--- config.mk ---
export PLATFORM = sky130hd
export DESIGN_NAME = peak_judge
export DESIGN_NICKNAME = d
export VERILOG_FILES = /design/src/rtl/peak_judge_pkg.sv /design/src/rtl/peak_judge.sv
export SDC_FILE = /design/constraint.sdc
export NUM_CORES = 1
export LEC_CHECK = 0
export CORE_UTILIZATION = 35
export DETAILED_ROUTE_END_ITERATION = 16
export GPL_ROUTABILITY_DRIVEN = 0
export GPL_TIMING_DRIVEN = 0
export PLACE_DENSITY = 0.61
export SETUP_SLACK_MARGIN = 0.4
export SKIP_CTS_REPAIR_TIMING = 1
export SLEW_MARGIN = 20
export SYNTH_ARGS = -nofsm -noshare
export SYNTH_HDL_FRONTEND = slang
export SYNTH_SLANG_ARGS = --single-unit
--- constraint.sdc ---
create_clock -name clk -period 3.4 [get_ports clk]
set_clock_uncertainty 0.05 [all_clocks]
set_input_delay 0.51 -clock clk [delete_from_list [all_inputs] [get_ports clk]]
set_output_delay 0.51 -clock clk [all_outputs]
set_load 0.02 [all_outputs]
--- src/rtl/peak_judge_pkg.sv ---
// -----------------------------------------------------------------------------
// peak_judge_pkg
// Shared constants and types for the peak judge:
//   NCH     - number of tracker channels that are judged per run
//   IW      - width of the channel index (0..NCH-1)
//   state_t - one-hot FSM encoding; 4'b1000 is reserved, and any other
//             code is treated as illegal and recovers to IDLE
// -----------------------------------------------------------------------------
package peak_judge_pkg;

   localparam int NCH = 4;
   localparam int IW  = 2;

   typedef enum logic [3:0] {
      IDLE = 4'b0001,
      SCAN = 4'b0010,
      OUT  = 4'b0100
   } state_t;

endpackage

--- src/rtl/peak_judge.sv ---
// -----------------------------------------------------------------------------
// peak_judge
// Consumer of the 4-channel peak tracker. A peak_done strobe in IDLE takes a
// snapshot of the four channel peaks and the threshold. The FSM then scans one
// channel per cycle, accumulating the maximum (with its channel), the sum and
// the over-threshold mask. The result is offered on a valid/ready handshake.
//
// Ports:
//   clk        system clock, rising edge
//   rst        synchronous reset, active-high
//   peak_1..4  channel peaks, valid while peak_done is high
//   peak_done  one-cycle strobe from the tracker
//   thr        exceed threshold, sampled together with the peaks
//   res_ready  downstream accepts the result
//   res_valid  result available (held until accepted)
//   max_val    largest peak
//   max_ch     index of the largest peak (0..3 = channels 1..4), ties -> lowest
//   sum        sum of the four peaks
//   over_mask  bit i set when peak_(i+1) > thr
//   busy       FSM is not in IDLE
//   drop_cnt   peak_done strobes ignored while busy, saturating
// -----------------------------------------------------------------------------
module peak_judge
   import peak_judge_pkg::*;
#(
   parameter int DW = 12,
   parameter int CW = 8
) (
   input  logic            clk,
   input  logic            rst,
   input  logic [DW-1:0]   peak_1,
   input  logic [DW-1:0]   peak_2,
   input  logic [DW-1:0]   peak_3,
   input  logic [DW-1:0]   peak_4,
   input  logic            peak_done,
   input  logic [DW-1:0]   thr,
   input  logic            res_ready,
   output logic            res_valid,
   output logic [DW-1:0]   max_val,
   output logic [1:0]      max_ch,
   output logic [DW+1:0]   sum,
   output logic [3:0]      over_mask,
   output logic            busy,
   output logic [CW-1:0]   drop_cnt
);

   state_t          state_reg;
   logic [IW-1:0]   idx_reg;
   logic [DW-1:0]   snap_reg [NCH];
   logic [DW-1:0]   thr_snap_reg;
   logic [DW-1:0]   peak_in [NCH];
   logic [DW-1:0]   cur_peak;
   logic            start;

   assign peak_in[0] = peak_1;
   assign peak_in[1] = peak_2;
   assign peak_in[2] = peak_3;
   assign peak_in[3] = peak_4;

   // A run only starts from IDLE; strobes in any other state are drops.
   assign start    = (state_reg == IDLE) && peak_done;
   assign cur_peak = snap_reg[idx_reg];
   assign busy     = (state_reg != IDLE);

   // Snapshot registers: written only when a run starts, so dropped strobes
   // cannot disturb the values being scanned.
   generate
      for (genvar gi = 0; gi < NCH; gi++) begin : g_snap
         always_ff @(posedge clk) begin
            if (rst) begin
               snap_reg[gi] <= '0;
            end else if (start) begin
               snap_reg[gi] <= peak_in[gi];
            end
         end
      end
   endgenerate

   always_ff @(posedge clk) begin
      if (rst) begin
         thr_snap_reg <= '0;
      end else if (start) begin
         thr_snap_reg <= thr;
      end
   end

   // Drop counter: counts every strobe seen outside IDLE, including the OUT
   // cycle in which the handshake completes. Cleared by reset only.
   always_ff @(posedge clk) begin
      if (rst) begin
         drop_cnt <= '0;
      end else if (peak_done && (state_reg != IDLE) && (drop_cnt != {CW{1'b1}})) begin
         drop_cnt <= drop_cnt + CW'(1);
      end
   end

   // Control FSM and compare/accumulate datapath.
   always_ff @(posedge clk) begin
      if (rst) begin
         state_reg <= IDLE;
         idx_reg   <= '0;
         res_valid <= 1'b0;
         max_val   <= '0;
         max_ch    <= '0;
         sum       <= '0;
         over_mask <= '0;
      end else begin
         case (state_reg)
            IDLE: begin
               res_valid <= 1'b0;
               if (peak_done) begin
                  max_val   <= '0;
                  max_ch    <= '0;
                  sum       <= '0;
                  over_mask <= '0;
                  idx_reg   <= '0;
                  state_reg <= SCAN;
               end
            end
            SCAN: begin
               sum                <= sum + {2'b00, cur_peak};
               over_mask[idx_reg] <= (cur_peak > thr_snap_reg);
               // Strict compare keeps the lowest index on ties.
               if (cur_peak > max_val) begin
                  max_val <= cur_peak;
                  max_ch  <= idx_reg;
               end
               if (idx_reg == IW'(NCH - 1)) begin
                  res_valid <= 1'b1;
                  state_reg <= OUT;
               end else begin
                  idx_reg <= idx_reg + IW'(1);
               end
            end
            OUT: begin
               if (res_ready) begin
                  res_valid <= 1'b0;
                  state_reg <= IDLE;
               end
            end
            default: begin
               res_valid <= 1'b0;
               state_reg <= IDLE;
            end
         endcase
      end
   end

endmodule

==> results.toml <==
[clock_tree]
cts-buffers-inserted = 9
cts_tree = "built"
htree_levels = 3
clk_latency_ns = 0.36
root_buffer = "clkbuf_16"
clock_sinks = 108
path_clk_slew_ns = 0.08
ctsLongestPathBuffers = 2

[critical_path]
r2r_end = "max_val[2]$_SDFFE_PP0P_"
crit_arrival_ns = 3.11
end_kind = "register"
worst-r2r-cell-count = 9
critical_path_class = "register to register"
crit_fanout = 5
reg2reg_slack_ns = 0.50
worstSetupStartpointType = "register"
cp.required_ns = 3.61

[cells_and_area]
mostFrequentLayoutCells = "105 x clkdlybuf4s50_1, 59 x dfxtp_1, 50 x and2_1, 48 x edfxtp_1, 45 x nand2_1"
final_nets = 737
area_growth_pct = 33.6
num_antenna_cells = 0
largest_register_ffs = 48
design_area_um2 = 7210
drive_above_1_share_pct = 13.1
fin_cells = 824
layout_commonest_cell = "clkdlybuf4s50_1"

[hold_path]
hp-class = "register to register"
hold_depth = 2
min_from = "thr_snap_reg[4]$_SDFFE_PP0P_"
holdPathEnd = "thr_snap_reg[4]$_SDFFE_PP0P_"

[floorplan]
row_count = 45
pin_count = 106
initial_core_util_pct = 35.6
die_h_um = 126
chipWidth_um = 126
core_area_um2 = 15100
die_area_um2 = 15900

[placed_design]
placed_cell_area_um2 = 6700
portBuffers = 105
dp_hpwl_um = 9730
dpl.cell_count = 797

[route]
vias_per_cell = 4.95
finalWirelength_um = 13000
drc_errors = 0
vias = 4078
ant_nets = 0
drt_iter0_markers = 155
wl_per_cell_um = 15.8
dr.pass1.iters = 4

[synthesis]
avgSynthCellArea_um2 = 10.7
netlist_area_um2 = 5390
synth_edf_count = 48
synth_nets = 609
yosysWarnings = 0
ys_types = 53
synthArstFlopShare_pct = 0
ys_ff_latch = 108
ys_seq_area_share_pct = 49.0
yosys_most_used_dff = "dfxtp_1"
syn_inst = 503

[job]
maxCapViolCount = 0

[timing]
fmax_mhz = 344
finalSetupViolCount = 0
final.setup.tns_ns = 0
fin_crit_ns = 2.90
finalMaxSlewViolations = 0
slew_headroom_pct = 53.2
hold_viol = 0
worstMarginPinSlew_ns = 0.701
post-route-period-util_pct = 85.4
rsz0062_at_grt = "true"

[global_route]
grt-ovfl-total = 0
grt_max_degree = 32
grt_pass1_vias = 3970
grt_pass1_wl_um = 20300
grt.total_usage_pct = 16.8
antenna_found_initial = 0

[power]
leakagePower_nw = 2.70
vdd_drop_max_uv = 302
power.density_nw_per_um2 = 403

[status]
status = "finished, final reports clean"
-- through the flow --
| step | total power [mW] | setup WS (ns) | utilization, % | hold WS, ns |
|---|---|---|---|---|
| final | 2.91 | 0.497 | 47.6 | 0.411 |
| after detailed placement | 1.90 | -0.0327 | 44.2 | 0.403 |
| after global routing | 3.03 | 0.391 | 47.6 | 0.430 |
| after CTS | 2.91 | -0.0693 | 46.1 | 0.412 |
| after global placement | 1.88 | -0.0460 | 44.1 | 0.399 |
| after floorplan | 1.72 | 0.428 | - | 0.386 |
-- logic make-up (layout without fill, tap and decap cells) --
family                     count (synthesis)  in the layout  share of synthesized area, %
AOI/OAI and AO/OA                         97             97                          12.2
xor gates and xnor gates                  14             14                          2.27
adders and majority gates                 42             42                          9.88
buffers and inverters                     51            184                          3.92
DFF                                      108            108                          49.0
muxes                                     15             15                          5.61
and+or+nand+nor                          176            176                          17.1
-- worst max-delay path by stage --
| stage | start | endpoint | cells past startpoint |
|---|---|---|---|
| finish | register | max_val[2]$_SDFFE_PP0P_ | 9 |
| global route | register | over_mask[1]$_SDFFE_PP0P_ | 9 |
| CTS | register | sum[13]$_SDFFE_PP0P_ | 9 |
| detailed placement | register | sum[13]$_SDFFE_PP0P_ | 9 |
| global placement | peak_done | snap_reg[2][5]$_SDFFCE_PN0P_ | 5 |
| floorplan | register | max_ch[1]$_SDFFE_PP0P_ | 9 |
-- critical path, stage by stage, from the launching register on --
cell and delay [ns]:
dfxtp_4 0.39, buf_12 0.14, mux4_2 0.63, ha_4 0.29
a21o_1 0.15, a21o_1 0.14, a2111o_1 0.46, nor3b_4 0.20
buf_6 0.15, a22o_4 0.21
-- synthesized netlist by cell type, drive strengths merged, types with 2 or more instances --
master | n | area (um^2)
or3 | 2 | 12.5
nor3 | 4 | 20.0
nor2 | 30 | 113
a21oi | 30 | 150
a22o | 14 | 140
nand3 | 14 | 70.1
a211oi | 2 | 15.0
mux2 | 2 | 22.5
nor3b | 4 | 46.3
nand2 | 46 | 175
ha | 41 | 513
a31oi | 3 | 18.8
inv | 33 | 124
xor2 | 7 | 61.3
mux4 | 12 | 270
nand4 | 6 | 37.5
and2 | 50 | 313
o21bai | 2 | 15.0
buf | 6 | 42.5
a21o | 7 | 52.6
o211ai | 3 | 22.5
nand2b | 4 | 27.5
xnor2 | 7 | 61.3
nor2b | 9 | 58.8
dfxtp | 60 | 1200
o21ai | 22 | 114
clkbuf | 12 | 45.0
o21a | 5 | 37.5
o31ai | 2 | 15.0
edfxtp | 48 | 1440
-- power breakdown --
part           switching, mW  leakage [nW]  internal [mW]
registers             0.0254          1.00           1.43
clock network          0.507         0.136          0.511
logic                  0.219          1.56          0.218
total                  0.751          2.70           2.16
-- layout make-up --
class                   count  area, um^2
clock inverters             6        53.8
plain buffers              18         106
fillers                  1368        7940
clock buffers              10         229
repair buffers            117        1170
inverters                  33         124
flip-flops and latches    108        2650
multi-input cells         344        2640
well taps                 188         235
-- layer usage --
layer / up-vias / routed length (um) / track usage (%)
met2: 85 / 6350 / 28.8
met3: 9 / 519 / 4.04
met5: - / 0 / 0
li1: 2045 / - / -
met4: 0 / 123 / 4.46
met1: 1939 / 6020 / 21.3
(Power assumes the default switching activity.)
